[config.mk]
export PLATFORM = sky130hd
export DESIGN_NAME = fmap_writer
export DESIGN_NICKNAME = d
export VERILOG_FILES = /design/src/rtl/cnn_pkg.sv /design/src/rtl/fmap_writer.sv
export SDC_FILE = /design/constraint.sdc
export NUM_CORES = 1
export LEC_CHECK = 0
export CORE_MARGIN = 3
export CORE_UTILIZATION = 45
export DETAILED_ROUTE_END_ITERATION = 8
export PLACE_DENSITY = 0.77
export SYNTH_ARGS = -nofsm -noshare
export SYNTH_HDL_FRONTEND = slang
export SYNTH_SLANG_ARGS = --single-unit
[constraint.sdc]
create_clock -name clk -period 2.5 [get_ports clk]
set_clock_uncertainty 0.2 [all_clocks]
set_input_delay 0.25 -clock clk [delete_from_list [all_inputs] [get_ports clk]]
set_output_delay 0.25 -clock clk [all_outputs]
set_load 0.05 [all_outputs]
[src/rtl/cnn_pkg.sv]
// cnn_pkg: shared types and default sizes for the CNN datapath blocks.
//   state_t          - writer FSM state (IDLE, RUN, DONE)
//   CNN_DATA_W       - activation width in bits
//   CNN_PACK         - activations per feature-map RAM word
//   CNN_LANE_W       - lane-index width, clog2(CNN_PACK)
//   CNN_ADDR_W       - default RAM word-address width
//   CNN_FRAME_PIXELS - default activations per frame (24x24 map)
package cnn_pkg;

    typedef enum logic [1:0] {
        IDLE = 2'd0,
        RUN  = 2'd1,
        DONE = 2'd2
    } state_t;

    localparam int CNN_DATA_W       = 8;
    localparam int CNN_PACK         = 4;
    localparam int CNN_LANE_W       = $clog2(CNN_PACK);
    localparam int CNN_ADDR_W       = 12;
    localparam int CNN_FRAME_PIXELS = 576;

endpackage

[src/rtl/fmap_writer.sv]
// fmap_writer: sink of the activation stream. Packs PACK activations
// little-endian into one RAM word and writes words to consecutive addresses
// starting at base_addr. A partial last word is flushed with byte enables,
// and done pulses alongside the final write.
//
// Ports:
//   clk, rst_n    clock (rising edge), asynchronous active-low reset
//   start         one-cycle pulse, arms a frame (accepted only in IDLE)
//   base_addr     first word address, sampled on an accepted start
//   din, ivalid   activation and its valid strobe (no back-pressure)
//   wr_en         RAM write strobe, one cycle per word
//   wr_addr       RAM word address
//   wr_data       packed word, lane 0 in the LSBs, unfilled lanes 0
//   wr_be         per-lane byte enable
//   busy          high while the frame is running
//   done          one-cycle pulse with the final write
//   err_drop      sticky, an input arrived while not running
module fmap_writer
    import cnn_pkg::*;
#(
    parameter int DATA_W       = CNN_DATA_W,
    parameter int PACK         = CNN_PACK,
    parameter int ADDR_W       = CNN_ADDR_W,
    parameter int FRAME_PIXELS = CNN_FRAME_PIXELS
) (
    input  logic                   clk,
    input  logic                   rst_n,
    input  logic                   start,
    input  logic [ADDR_W-1:0]      base_addr,
    input  logic [DATA_W-1:0]      din,
    input  logic                   ivalid,
    output logic                   wr_en,
    output logic [ADDR_W-1:0]      wr_addr,
    output logic [DATA_W*PACK-1:0] wr_data,
    output logic [PACK-1:0]        wr_be,
    output logic                   busy,
    output logic                   done,
    output logic                   err_drop
);

    localparam int LANE_W    = $clog2(PACK);
    localparam int PIX_W_MIN = $clog2(FRAME_PIXELS + 1);
    // The lane index is the low bits of pix_cnt, so the counter is never
    // narrower than the lane index even for tiny frames.
    localparam int PIX_W     = (PIX_W_MIN > LANE_W) ? PIX_W_MIN : LANE_W;

    state_t                        state;
    logic [PIX_W-1:0]              pix_cnt;
    logic [ADDR_W-1:0]             addr_cnt;
    logic [PACK-1:0][DATA_W-1:0]   lane_buf;
    logic [PACK-1:0]               lane_be;

    logic [LANE_W-1:0]             lane;
    logic                          last_pix;
    logic                          word_done;
    logic [PACK-1:0][DATA_W-1:0]   nxt_buf;
    logic [PACK-1:0]               nxt_be;

    // Buffer and enables as they look once the current byte is merged; a
    // completing byte goes straight from here to the write port.
    always_comb begin
        lane          = pix_cnt[LANE_W-1:0];
        last_pix      = (pix_cnt == PIX_W'(FRAME_PIXELS - 1));
        word_done     = (lane == LANE_W'(PACK - 1)) || last_pix;
        nxt_buf       = lane_buf;
        nxt_buf[lane] = din;
        nxt_be        = lane_be;
        nxt_be[lane]  = 1'b1;
    end

    always_ff @(posedge clk or negedge rst_n) begin
        if (!rst_n) begin
            state    <= IDLE;
            pix_cnt  <= '0;
            addr_cnt <= '0;
            lane_buf <= '0;
            lane_be  <= '0;
            wr_en    <= 1'b0;
            wr_addr  <= '0;
            wr_data  <= '0;
            wr_be    <= '0;
            busy     <= 1'b0;
            done     <= 1'b0;
            err_drop <= 1'b0;
        end else begin
            wr_en <= 1'b0;
            done  <= 1'b0;
            case (state)
                IDLE: begin
                    if (start) begin
                        addr_cnt <= base_addr;
                        pix_cnt  <= '0;
                        lane_buf <= '0;
                        lane_be  <= '0;
                        // Clear-then-set: a byte arriving with start is
                        // still a drop, so the flag reads 1.
                        err_drop <= ivalid;
                        busy     <= 1'b1;
                        state    <= RUN;
                    end else if (ivalid) begin
                        err_drop <= 1'b1;
                    end
                end
                RUN: begin
                    if (ivalid) begin
                        pix_cnt <= pix_cnt + PIX_W'(1);
                        if (word_done) begin
                            wr_en    <= 1'b1;
                            wr_addr  <= addr_cnt;
                            wr_data  <= nxt_buf;
                            wr_be    <= nxt_be;
                            addr_cnt <= addr_cnt + ADDR_W'(1);
                            lane_buf <= '0;
                            lane_be  <= '0;
                            if (last_pix) begin
                                // Final write and done land in the DONE cycle.
                                done  <= 1'b1;
                                busy  <= 1'b0;
                                state <= DONE;
                            end
                        end else begin
                            lane_buf <= nxt_buf;
                            lane_be  <= nxt_be;
                        end
                    end
                end
                DONE: begin
                    if (ivalid) err_drop <= 1'b1;
                    state <= IDLE;
                end
                default: begin
                    busy  <= 1'b0;
                    state <= IDLE;
                end
            endcase
        end
    end

endmodule

# Yosys cells after proc, flatten, opt, wreduce, memory -nomap -nowiden
# Index checks and enable logic that the tools add are counted.
[totals] in_bits=24 output_inout_bits=52 ff_bits=112
[op_classes] n_reduce_logical=10 n_eq_ne=8 bitwise=2 order_cmp=2 mux=40 n_addsub=2
[op_table] operator="two-way mux 32 bit" n=3
[op_table] operator="case mux 32 bit (2 select lines)" n=1
[op_table] operator="two-way mux 12 bit" n=3
[op_table] operator="bitwise mux 32 bit" n=1
[op_table] operator="case mux 12 bit (2 select lines)" n=1
[op_table] operator="two-way mux 10 bit" n=2
[op_table] operator="case mux 10 bit (2 select lines)" n=1
[op_table] operator="demux 8 bit (select 2 bit)" n=1
[op_table] operator="two-way mux 1 bit" n=14
[op_table] operator="adder 12 x 1 -> 12 bit (second input constant)" n=1
[op_table] operator="two-way mux 4 bit" n=3
[op_table] operator="adder 10 x 1 -> 10 bit (second input constant)" n=1
[op_table] operator="equality test 10 bit (second input constant)" n=1
[op_table] operator="two-way mux 2 bit" n=4
[op_table] operator="two-way mux 8 bit" n=1
[op_table] operator="inequality test 2 bit (second input constant)" n=4
[op_table] operator="case mux 4 bit (2 select lines)" n=1
[op_table] operator="AND reduction 4 bit" n=2
[op_table] operator="AND reduction 3 bit" n=2
[op_table] operator="AND reduction 5 bit" n=1
[op_table] operator="equality test 2 bit (second input constant)" n=2
[op_table] operator="OR 4 bit" n=1
[op_table] operator="case mux 2 bit (2 select lines)" n=1
[op_table] operator="nonzero test 2 bit" n=2
[op_table] operator="other kinds (10)" n=10

# Depth between registers and ports, before layout
[depth] depth_word=8 ltp_mapped=7

# Worst setup path before layout
# OpenSTA, ideal clock, no wires.
[synth_timing] path_kind="reg2reg" start="reg pix_cnt[8]" end="reg busy" stages_incl_launch_ff=5 period_less_slack_ps=1892 setup_slack_ps=608 arrival_time_ps=1574 path_buffers=0 path_cell_list="dfrtp_1 -> or4b_2 -> nor4_1 -> o21ai_0 -> a21o_1"
[synth_between] elab_chain_len=4 word_cells_on_any_way=5 cone_classes="eq/ne (3); reduce/logical (2)"
[synth_rtl] element="start, declared" line="fmap_writer.sv:48" text="logic [PIX_W-1:0] pix_cnt;"
[synth_rtl] element="start signal, assigned" line="fmap_writer.sv:106" text="pix_cnt <= pix_cnt + PIX_W'(1);"
[synth_rtl] element="equality test 10 bit *" line="fmap_writer.sv:63" text="last_pix = (pix_cnt == PIX_W'(FRAME_PIXELS - 1));"
[synth_rtl] element="logical OR 1 bit" line="fmap_writer.sv:64" text="word_done = (lane == LANE_W'(PACK - 1)) || last_pix;"
[synth_rtl] element="inequality test 2 bit (no source line)"
[synth_rtl] element="AND reduction 5 bit (no source line) *"
[synth_rtl] element="end signal, assigned" line="fmap_writer.sv:82" text="busy <= 1'b0;"
[synth_rtl] element="end signal, assigned" line="fmap_writer.sv:98" text="busy <= 1'b1;"
[synth_rtl] element="end signal, assigned" line="fmap_writer.sv:118" text="busy <= 1'b0;"
[synth_rtl] element="end, declared" line="fmap_writer.sv:36" text="output logic busy,"
# Every way passes the cells marked *; elsewhere a longest branch is shown, timed or not.
# A chain may end at the register's enable or synchronous reset.

# Worst setup path in the final report
[layout_timing] start="reg pix_cnt[0]" end="reg addr_cnt[0]"
[layout_between] elab_chain_len=4 word_cells_on_any_way=5 cone_classes="eq/ne (3); reduce/logical (2)"
[layout_rtl] element="equality test 10 bit / equality test 2 bit (equally long branches)" line="fmap_writer.sv:63, fmap_writer.sv:64"
[layout_rtl] element="logical OR 1 bit *" line="fmap_writer.sv:64"
[layout_rtl] element="inequality test 2 bit (no source line) *"
[layout_rtl] element="AND reduction 4 bit (no source line) *"
[layout_rtl] element="end signal, assigned" line="fmap_writer.sv:91" text="addr_cnt <= base_addr;"
[layout_rtl] element="end signal, assigned" line="fmap_writer.sv:112" text="addr_cnt <= addr_cnt + ADDR_W'(1);"
[layout_rtl] element="end, declared" line="fmap_writer.sv:49" text="logic [ADDR_W-1:0] addr_cnt;"
# Marks and branches as above.

==> impl_metrics.tcl <==
set metrics [dict create \
    outcome "complete, no violations" \
    n_antenna_cell 0 \
    critical_path.reg2reg.startpoint "pix_cnt[0]" \
    reg2reg_setup_slack_ns 0.27 \
    timing.critical_path.fanout_max 10 \
    use_met3 0.03886 \
    core-area_um2 9503 \
    power_density_nw_per_um2 1146 \
    floorplan.die.width_um 106.2 \
    cts-buffers-inserted 9 \
    global_route.usage.met1 0.2449 \
    number_of_placed_i_o_pins 76 \
    timing.setup.tns_ns 0 \
    ys_async_sr_fraction 1.000 \
    first_global_vias 3383 \
    post-place-ws_ns 0.2000 \
    worst_setup_path_startpoint "pix_cnt[0]" \
    number_of_antenna_violations_at_the_first_check_in_global_routing 0 \
    start_util 0.4757 \
    grt_max_degree 45 \
    nets 534 \
    sequential_fraction_of_the_synthesis_area 0.5702 \
    drv.max_cap_violation_count 0 \
    critPathArrivalTime_ns 2.28 \
    grt_first_pass_wirelength_um 16820 \
    syn-num-nets 456 \
    cts_tree "built" \
    crit_path_start_kind "flop" \
    place.detailed.hpwl_um 7241 \
    clock_sink_count 103 \
    drt_wl_total_um 10070 \
    dieHeight_um 106.2 \
    finalWeightedCongestion 0.8411 \
    clock_insertion_delay_worst_skew_ns 0.37 \
    grt.met2_usage 0.3086 \
    postCtsSetupRepairBufs 0 \
    critPathKind "reg2reg" \
    endpoint_kind "flop" \
    combinational_family_with_the_most_area_after_synthesis "compound AO/OA/AOI/OAI gates" \
    timing.final.max_slew_violations 0 \
    routed-via-count 3469 \
    hold_crit_path_type "in2async" \
    io_buffer_count 75 \
    synth_mux_area_frac 0.06006 \
    detail_route.first_pass.iterations 6 \
    ffs_latches_synth 103 \
    synth_simple_gate_area_frac 0.1478 \
    synth-adder-area-share 0.01384 \
    synth-compound-area-share 0.1616 \
    tightest_slew_ns 0.5338 \
    route.antenna.remaining_nets 0 \
    area_delta_synth_final_pct 25.19 \
    post_synthesis_instance_area_um2 4521 \
    number_of_synthesized_flops_with_an_enable_pin 0 \
    clkTransAtPathRegs_ns 0.10 \
    ctsLongestPathBuffers 2 \
    slew_headroom 0.6426 \
    synth_top_flop_cell "sky130_fd_sc_hd__dfrtp_1" \
    globalRouteTotalUtil 0.1854 \
    p_leak_nw 2.504 \
    number_of_vias_per_cell_after_detailed_routing 5.429 \
    synth_cell_type_count 39 \
    cts.root.buffer_cell "sky130_fd_sc_hd__clkbuf_8" \
    fraction_of_layout_cells_with_a_size_suffix_above_1 0.09412 \
    fmaxAchievable_ghz 0.4475 \
    layout.filler_cells 816 \
    hold_viol_final 0 \
    fin_crit_ns 2.235 \
    ff2ff_path_depth 6 \
    grt-busiest-layer "met2" \
    irDropWorstVdd_mv 0.4862 \
    drc 0 \
    drtIter0Drc 158 \
    post_cts_repair_resize_count 0 \
    worstPathRequired_ns 2.55 \
    timing.rr.end "addr_cnt[0]" \
    syn_area_cell_um2 10.59 \
    dieArea_um2 11280 \
    total_number_of_placement_rows 35 \
    global_route.overflow_total 0 \
    timing.final.crit_share 0.8939 \
    yosys.area_share.xor_xnor 0.01356 \
    count_of_endpoints_failing_setup_in_the_final_report 0 \
    yosysWarnings 0 \
    timing.critical_path.to "addr_cnt[0]" \
    detail_route.wl_per_cell_um 15.76 \
    worst_slack_ns 0.2653 \
    h-tree-depth 3 \
    rsz_0062_raised_after_global_routing "false" \
    synthesis.instances 427 \
]
==> layer usage <==
layer	wire, µm	share of wire
met3	487	0.048
met5	0	0
met2	4870	0.48
met4	155	0.015
met1	4554	0.45
==> cell families after synthesis <==
logic type	count (synthesis)
and+or+nand+nor	144
AOI/OAI and AO/OA	109
DFF	103
buffers and inverters	32
muxes	27
xor gates and xnor gates	7
adders and majority gates	5
==> cell type report <==
cell class              count  area (µm²)  area share
clock inverters             6       75.07     0.01327
well taps                 129       161.4     0.02852
multi-input cells         292        1794      0.3170
inverters                   8       30.03    0.005306
flip-flops and latches    103        2577      0.4554
repair buffers             91       883.3      0.1561
clock buffers              10       137.6     0.02432
==> stage by stage <==
stage	cells	total power [mW]	hold WS [ns]	area (µm²)	util
after detailed placement	622	5.451	0.06335	5436	0.5721
after CTS	639	6.542	0.1936	5659	0.5955
after floorplan	427	4.454	-0.2456	4521	-
after global routing	639	6.858	0.2169	5659	0.5955
after global placement	622	5.362	0.05618	5436	0.5721
final	639	6.483	0.1928	5659	0.5955
==> sequential cells by signal, summed over array words and instances, names as in the netlist, 2 cells and up <==
| name | flops |
|---|---|
| lane_be | 3 |
| pix_cnt | 10 |
| wr_be | 4 |
| wr_data | 32 |
| wr_addr | 12 |
| lane_buf | 24 |
| addr_cnt | 12 |
| state | 2 |
==> Yosys cell counts, drive strengths merged (4+ instances only) <==
library cell | count | area share
o21ai | 45 | 0.052
inv | 8 | 0.0066
ha | 5 | 0.014
nor3b | 5 | 0.013
buf | 10 | 0.015
o22ai | 9 | 0.012
nor4 | 4 | 0.0055
dfrtp | 103 | 0.57
xnor2 | 6 | 0.012
nor2 | 13 | 0.011
a22o | 24 | 0.046
nand3 | 9 | 0.010
mux2i | 26 | 0.058
a21oi | 21 | 0.023
clkbuf | 14 | 0.012
nand2 | 94 | 0.079
==> critical path: stages, from the launching register on <==
cell                       delay (ns)
sky130_fd_sc_hd__dfrtp_1         0.46
sky130_fd_sc_hd__ha_1            0.36
sky130_fd_sc_hd__nand4b_1        0.27
sky130_fd_sc_hd__inv_1           0.36
sky130_fd_sc_hd__nor2_1          0.18
sky130_fd_sc_hd__o21ai_0         0.19
sky130_fd_sc_hd__o21ai_0         0.10
==> placed cells by master (no fill, tap or decap), types with 4 or more instances in the layout <==
| cell | count |
|---|---|
| sky130_fd_sc_hd__a21oi_1 | 21 |
| sky130_fd_sc_hd__a22o_1 | 24 |
| sky130_fd_sc_hd__buf_4 | 15 |
| sky130_fd_sc_hd__clkbuf_8 | 10 |
| sky130_fd_sc_hd__clkdlybuf4s50_1 | 74 |
| sky130_fd_sc_hd__dfrtp_1 | 103 |
| sky130_fd_sc_hd__ha_1 | 5 |
| sky130_fd_sc_hd__inv_1 | 8 |
| sky130_fd_sc_hd__mux2i_1 | 26 |
| sky130_fd_sc_hd__nand2_1 | 93 |
| sky130_fd_sc_hd__nand3_1 | 9 |
| sky130_fd_sc_hd__nor2_1 | 13 |
| sky130_fd_sc_hd__nor3b_2 | 4 |
| sky130_fd_sc_hd__nor4_1 | 4 |
| sky130_fd_sc_hd__o21ai_0 | 42 |
| sky130_fd_sc_hd__o22ai_1 | 9 |
| sky130_fd_sc_hd__xnor2_1 | 6 |
==> power breakdown <==
group	internal [mW]	switching, mW
clock	0.504	0.581
sequential	2.22	0.364
combinational	1.01	1.80
total	3.74	2.75
==> what timing repair did <==
action | in CTS | in global routing
endpoints found under the hold margin | 39 | 0
setup endpoints to repair | 0 | 0
hold buffers | 1 | 0
==> how the worst min path moves through the flow <==
stage,startpoint,endpoint,slack (ns),cells past startpoint
2_1_floorplan,rst_n,addr_cnt[0],-0.25,0
3_3_place_gp,rst_n,wr_data[13],0.06,1
3_5_place_dp,rst_n,wr_data[8],0.06,1
4_1_cts,rst_n,wr_data[9],0.19,2
5_1_grt,rst_n,wr_data[18],0.22,2
6_report,rst_n,wr_data[14],0.19,2
Power figures use the tool's default switching activity.
